[config.mk]
export PLATFORM = sky130hd
export DESIGN_NAME = uart_tx_arbiter
export DESIGN_NICKNAME = d
export VERILOG_FILES = /design/src/rtl/uart_tx_arbiter.sv
export SDC_FILE = /design/constraint.sdc
export NUM_CORES = 1
export LEC_CHECK = 0
export CAP_MARGIN = 20
export CORE_MARGIN = 2
export CORE_UTILIZATION = 40
export DETAILED_ROUTE_END_ITERATION = 7
export PLACE_DENSITY_LB_ADDON = 0.1
export SLEW_MARGIN = 30
export SYNTH_ARGS = -nofsm -noshare
export SYNTH_HDL_FRONTEND = slang
export SYNTH_SLANG_ARGS = --single-unit
export TNS_END_PERCENT = 10
[constraint.sdc]
create_clock -name clk -period 2.3 [get_ports clk]
set_input_delay 0.46 -clock clk [delete_from_list [all_inputs] [get_ports clk]]
set_output_delay 0.46 -clock clk [all_outputs]
set_load 0.005 [all_outputs]
[src/rtl/uart_tx_arbiter.sv]
// rtl/uart_tx_arbiter.sv - round-robin arbiter sharing one uart_tx between NREQ byte requesters
//
// Optional feature macro: UART_TX_ARB_LOCK_EN (hold-grant lock for atomic multi-byte messages).
//
// Ports:
//   clk           system clock (same as uart_tx)
//   reset         asynchronous, active-high reset
//   req           per-requester byte-valid, held with stable data until ack
//   req_data      flattened request bytes, requester i at [8i+7:8i]
//   lock          per-requester hold-grant request (used only with UART_TX_ARB_LOCK_EN)
//   ack           one-cycle pulse: requester's byte has been captured
//   grant         one-hot owner of the frame in flight, zero when idle
//   busy          high from capture until frame completion
//   tx_start      one-cycle start strobe to uart_tx
//   tx_din        byte to uart_tx, stable from tx_start to tx_done_tick
//   tx_done_tick  frame-complete pulse from uart_tx

module uart_tx_arbiter #(
    parameter int NREQ = 4
) (
    input  logic              clk,
    input  logic              reset,
    input  logic [NREQ-1:0]   req,
    input  logic [8*NREQ-1:0] req_data,
    input  logic [NREQ-1:0]   lock,
    output logic [NREQ-1:0]   ack,
    output logic [NREQ-1:0]   grant,
    output logic              busy,
    output logic              tx_start,
    output logic [7:0]        tx_din,
    input  logic              tx_done_tick
);

    localparam int PW = (NREQ > 1) ? $clog2(NREQ) : 1;

    typedef enum logic [1:0] {
        ST_IDLE   = 2'd0,
        ST_LAUNCH = 2'd1,
        ST_WAIT   = 2'd2
    } state_t;

    state_t          state_q, state_d;
    logic [PW-1:0]   ptr_q, ptr_d;
    logic [PW-1:0]   sel_q, sel_d;
    logic [NREQ-1:0] grant_q, grant_d;
    logic [7:0]      din_q, din_d;

    logic [PW-1:0]   rr_sel;
    logic            rr_found;
    logic [PW-1:0]   pick_sel;
    logic            pick_vld;
    logic [PW-1:0]   sel_next;

    // First set request searching upward from ptr, wrapping at NREQ-1.
    always_comb begin
        int            idx;
        logic [PW-1:0] idx_v;
        rr_sel   = '0;
        rr_found = 1'b0;
        idx      = 0;
        idx_v    = '0;
        for (int i = 0; i < NREQ; i++) begin
            idx = int'(ptr_q) + i;
            if (idx >= NREQ) begin
                idx = idx - NREQ;
            end
            idx_v = PW'(idx);
            if (!rr_found && req[idx_v]) begin
                rr_sel   = idx_v;
                rr_found = 1'b1;
            end
        end
    end

    assign sel_next = (sel_q == PW'(NREQ - 1)) ? '0 : sel_q + 1'b1;

`ifdef UART_TX_ARB_LOCK_EN
    logic          lock_vld_q, lock_vld_d;
    logic [PW-1:0] lock_own_q, lock_own_d;
    logic          lock_hit;

    // A live lock owner with a pending byte wins regardless of ptr.
    assign lock_hit = lock_vld_q && req[lock_own_q];
    assign pick_sel = lock_hit ? lock_own_q : rr_sel;
    assign pick_vld = lock_hit | rr_found;
`else
    logic unused_lock;
    assign unused_lock = ^lock;
    assign pick_sel    = rr_sel;
    assign pick_vld    = rr_found;
`endif

    always_comb begin
        state_d = state_q;
        ptr_d   = ptr_q;
        sel_d   = sel_q;
        grant_d = grant_q;
        din_d   = din_q;
`ifdef UART_TX_ARB_LOCK_EN
        lock_vld_d = lock_vld_q;
        lock_own_d = lock_own_q;
`endif
        case (state_q)
            ST_IDLE: begin
                grant_d = '0;
`ifdef UART_TX_ARB_LOCK_EN
                // Owner stopped requesting: release so round-robin applies this cycle.
                if (lock_vld_q && !req[lock_own_q]) begin
                    lock_vld_d = 1'b0;
                end
`endif
                if (pick_vld) begin
                    sel_d   = pick_sel;
                    grant_d = NREQ'(1) << pick_sel;
                    din_d   = req_data[{pick_sel, 3'b000} +: 8];
                    state_d = ST_LAUNCH;
                end
            end
            ST_LAUNCH: begin
                state_d = ST_WAIT;
            end
            ST_WAIT: begin
                if (tx_done_tick) begin
                    grant_d = '0;
                    state_d = ST_IDLE;
`ifdef UART_TX_ARB_LOCK_EN
                    if (lock[sel_q]) begin
                        lock_vld_d = 1'b1;
                        lock_own_d = sel_q;
                    end else begin
                        lock_vld_d = 1'b0;
                        ptr_d      = sel_next;
                    end
`else
                    ptr_d = sel_next;
`endif
                end
            end
            default: begin
                state_d = ST_IDLE;
                grant_d = '0;
            end
        endcase
    end

    always_ff @(posedge clk or posedge reset) begin
        if (reset) begin
            state_q <= ST_IDLE;
            ptr_q   <= '0;
            sel_q   <= '0;
            grant_q <= '0;
            din_q   <= 8'h00;
        end else begin
            state_q <= state_d;
            ptr_q   <= ptr_d;
            sel_q   <= sel_d;
            grant_q <= grant_d;
            din_q   <= din_d;
        end
    end

`ifdef UART_TX_ARB_LOCK_EN
    always_ff @(posedge clk or posedge reset) begin
        if (reset) begin
            lock_vld_q <= 1'b0;
            lock_own_q <= '0;
        end else begin
            lock_vld_q <= lock_vld_d;
            lock_own_q <= lock_own_d;
        end
    end
`endif

    // Strobes decode straight from the state register so reset clears them immediately.
    assign tx_start = (state_q == ST_LAUNCH);
    assign ack      = {NREQ{tx_start}} & grant_q;
    assign busy     = (state_q != ST_IDLE);
    assign grant    = grant_q;
    assign tx_din   = din_q;

endmodule

## Yosys cells after proc, flatten, opt, wreduce, memory -nomap -nowiden

Cells that the tools add are included.

- Register bits: 18
- Input port bits: 43
- Output and inout port bits: 18
- Word-level logic and storage cells: 69

- Add/subtract/negate cells: 8
- $lt $le $gt $ge: 8
- Equal/unequal tests: 5
- Shift operators: 2
- Multiplexer cells: 27
- Bitwise logic cells: 2
- Reduce and logical (&&, ||, !) cells: 12

Operators by type and width:

| kind | count |
|---|---|
| $shiftx A32 B6 Y8 | 1 |
| $mux W2 | 11 |
| $lt A2 B3 Y1 const B | 4 |
| $pmux W4 S3 | 1 |
| $ge A3 B3 Y1 const B | 3 |
| $bmux W1 S2 | 4 |
| $mux W1 | 8 |
| $mux W4 | 2 |
| $reduce_and A2 Y1 | 4 |
| $sub A2 B1 Y2 const B | 4 |
| $add A2 B2 Y3 const B | 2 |
| $pmux W2 S3 | 1 |
| $and A4 B4 Y4 | 1 |
| $eq A2 B2 Y1 const B | 2 |
| $ne A2 B2 Y1 const B | 2 |
| $shl A1 B2 Y4 const A | 1 |
| $add A2 B1 Y3 const B | 1 |
| $ge A2 B3 Y1 const B | 1 |
| $logic_and A1 B1 Y1 | 3 |
| $logic_not A1 Y1 | 3 |
| $add A2 B1 Y2 const B | 1 |
| $eq A2 B1 Y1 const B | 1 |
| $logic_not A2 Y1 | 1 |
| $reduce_bool A2 Y1 | 1 |
| $not A1 Y1 | 1 |

## Logic depth before layout (Yosys ltp)

- Depth after elaboration: 17
- Depth in mapped cells: 7
- Mapped depth without buffers: 5

## Worst setup path after synthesis

No wires, ideal clock.

- Path kind: input-to-reg
- Start: in req[1]
- End: reg din_q[2], in the netlist tx_din[2]
- Library setup time: 139 ps
- Arrival time: 1410 ps
- Setup slack: 751 ps
- Cell stages on the path: 7
- Buffers on the path: 2
- Cells stage by stage: nand2b_1 > a21o_1 > o211ai_2 > buf_6 > buf_12 > mux2i_1 > o221ai_1

- Longest elaborated chain between the ends: 13

Ends and longest elaborated chain:

| item | RTL line | source |
|---|---|---|
| start, declared | 23 | `input logic [NREQ-1:0] req,` |
| $bmux W1 S2 | 68 | `if (!rr_found && req[idx_v]) begin` |
| $mux W1 (implied by the code) | 68 |  |
| $mux W1 | 68 |  |
| $logic_not A1 Y1 | 68 |  |
| $logic_and A1 B1 Y1 | 68 |  |
| $mux W1 | 68 |  |
| $logic_not A1 Y1 | 68 |  |
| $logic_and A1 B1 Y1 | 68 |  |
| $mux W1 | 68 |  |
| $logic_not A1 Y1 | 68 |  |
| $logic_and A1 B1 Y1 | 68 |  |
| $mux W2 / $mux W1 (equally long branches) | 68 |  |
| $shiftx A32 B6 Y8 / $reduce_and A2 Y1 (equally long branches) | n/a |  |
| end signal, assigned | 158 | `din_q <= din_d;` |
| end, declared | 46 | `logic [7:0] din_q, din_d;` |

Several ways; a longest one is shown, not always the timed one. The select of a mux whose other input is x is not followed.
A chain may end at the register's enable or synchronous reset.

## Worst setup path in the final report

- Start: reg state_q[1]
- End: out ack[2]

- Longest elaborated chain between the ends: 2

Ends and longest elaborated chain:

| item | RTL line | source |
|---|---|---|
| start, declared | 42 | `state_t state_q, state_d;` |
| start signal, assigned | 154 | `state_q <= state_d;` |
| $eq A2 B1 Y1 | 175 | `assign tx_start = (state_q == ST_LAUNCH);` |
| $and A4 B4 Y4 | 176 | `assign ack = {NREQ{tx_start}} & grant_q;` |
| end, declared | 26 | `output logic [NREQ-1:0] ack,` |

Every way passes these cells.

==> metrics <==
status completed; Max Buffers Root-to-Sink 2; DR WL/cell 14.5 um; Lkg Pwr 0.730 nW; hold buffer count at CTS 0; Tot GR Track Use 19.3%; CP Max Fanout 6; die width 54.6 um; VDD IR-drop max between 700 and 800 uV; core area approximately 2500 sq um; Yosys reg bits 18; Resize count post-CTS 0; Post-Place Worst Slack 0.103 ns; Synth Area in XOR/XNOR 0%; Adder-Cell Fraction of Synth Area ~1.2%; Num CTS Buffers 3; crit path launch type flop; setup bufs post-CTS 0; Peak Freq 0.476 GHz; Post-synth EDFFs 0; mux contribution to synthesized area 16.8%; Final period util roughly 91%; largest net degree at the start of global routing 19; clock root buffer clkbuf_4; PwrDens 1080 nW/um^2; HPWL after detailed placement 2130 um; complex-gate fraction of the synthesized area 17.5%; vias post-DR 963; final count of hold timing violations 0; final setup fails 0; type of the worst min-delay path reg2reg; Tmin final 2.10 ns; 1st-iter DRT viols 11; register area share after synthesis between 40% and 50%; vias per cell around 5.3; Area Overhead vs Synth 60.5%; synthesized area 1020 sq um; Port Buf Inserts 56; crit path DAT 1.64 ns; Die Height around 55 um; # fillers 202; setup tns final 0 ns; die area 2980 sq um; crit end category output pin; CTS tree yes; final worst slack between 0.15 and 0.2 ns; vias in the first global route 920; skew final 0.00789 ns; Max Cap Viol 0; I/O pin count a little over 60; antenna cells 0; clk slew on worst S/H paths 0.10 ns; Final #Nets 196; Cells after Synth 92; RSZ-0062 raised after global routing false; WL final ~2600 um; largest family of logic cells by synthesized area compound AO/OA/AOI/OAI gates; Post-Syn Area per Cell 11.1 sq um; # clock sinks 18; Total Power 1.77 mW; Final Max Slew Viols 0; placed insts roughly 180; grt ovf 0; H-tree Lvls 1; final non-filler cell total roughly 180; Rel. slew slack 54.0%; simple-gate share of the synthesized area 15.9%; synth warn 0; Req. time, crit path 1.84 ns; Worst Max-Slew Pin Slew 0.690 ns; Synth Net Count 136; Pre-antenna DRT Iters 4; Main synth FF type dfrtp_1; DRC errors left 0; antenna viol nets, final 0; ratio of cells with drive above 1 in the final layout 9.93%; Clock Latency Late Sink 0.29 ns; Yosys cell types 31; share of synthesized registers carrying an async set or reset 100%; first-pass GRT wire length 4080 um; CP Class reg2out; RD Place Congestion ~0.80; antenna violations before repair 0; cell row count 18; initial core utilization 41.6%
[metrics by stage]
step	area, sq um	hold WS [ns]	utilization (%)
finish	1640	0.494	66.8
global route	1640	0.526	66.8
CTS	1640	0.498	66.8
detailed placement	1600	0.472	65.3
global placement	1600	0.463	65.3
floorplan	1020	0.399	-
[path summary, 6_finish.rpt]
check	depth (start not counted)	slack, ns	to	from
max	3	0.20	ack[2]	state_q[1]$_DFFE_PP0P_
min	2	0.49	sel_q[1]$_DFFE_PP0P_	sel_q[1]$_DFFE_PP0P_
max reg2reg	6	0.68	tx_din[0]$_DFFE_PP0P_	ptr_q[0]$_DFFE_PP0P_
min reg2reg	2	0.49	sel_q[1]$_DFFE_PP0P_	sel_q[1]$_DFFE_PP0P_
max in group asynchronous	2	1.30	state_q[0]$_DFFE_PP0P_	reset
min in group asynchronous	2	0.56	tx_din[2]$_DFFE_PP0P_	reset
[cell type report]
| type | instances | area, sq um | share of cell area, % |
|---|---|---|---|
| Timing Repair Buffer | 59 | 583 | 35.5 |
| Multi-Input combinational cell | 68 | 526 | 32.0 |
| Sequential cell | 18 | 450 | 27.5 |
| Tap cell | 30 | 37.5 | 2.29 |
| Clock buffer | 4 | 36.3 | 2.21 |
| Inverter | 2 | 7.51 | 0.458 |
[routing by layer]
metal	GRT usage, %	vias up	wire length (um)
li1	-	463	-
met1	22.2	467	1070
met2	34.7	31	1410
met3	4.64	2	130
met4	6.25	0	9
met5	0	-	0
[cells in the mapped netlist (2+ instances only)]
cell type  number  area (sq um)
or2_1           2          12.5
mux2i_1        16           160
and2_1          4          25.0
dfrtp_1        18           450
nor2b_1         3          18.8
a22o_1          2          17.5
clkbuf_1        2          7.51
a32o_1          2          20.0
nand2b_1        2          12.5
o221ai_1        8          70.1
a21o_1          2          15.0
nand2_1        12          45.0
[registers in the layout, summed over array words and instances, names as in the netlist]
signal   cells
grant        4
ptr_q        2
sel_q        2
state_q      2
tx_din       8
[logic make-up (layout without fill, tap and decap cells)]
| family | count (synthesis) | after routing |
|---|---|---|
| AO/OA/AOI/OAI | 20 | 20 |
| adder cells (fa/ha/maj) | 1 | 1 |
| buffers and inverters | 6 | 65 |
| flip-flops | 18 | 18 |
| multiplexers | 17 | 17 |
| AND/OR/NAND/NOR | 30 | 30 |
[layout by cell type, fill, tap and decap left out, types with 2 or more instances in the layout]
master | synthesis | layout
clkdlybuf4s50_1 | 0 | 56
dfrtp_1 | 18 | 18
mux2i_1 | 16 | 16
nand2_1 | 12 | 12
o221ai_1 | 8 | 8
and2_1 | 4 | 4
nor2b_1 | 3 | 3
clkbuf_4 | 0 | 3
buf_4 | 0 | 3
or2_1 | 2 | 2
nand2b_1 | 2 | 2
a21o_1 | 2 | 2
a32o_1 | 2 | 2
a22o_1 | 2 | 2
[worst max-delay path, stage by stage (launching register included)]
cell             delay (ns)
dfrtp_1                0.41
nor2b_1                0.27
and2_1                 0.18
clkdlybuf4s50_1        0.50
[power by group]
| group | internal (mW) | switching, mW | total (mW) |
|---|---|---|---|
| logic | 0.565 | 0.428 | 0.993 |
| clock network | 0.0963 | 0.0990 | 0.195 |
| registers | 0.471 | 0.107 | 0.578 |
| total | 1.13 | 0.634 | 1.77 |
No activity file was read; power rests on OpenSTA's default activity.
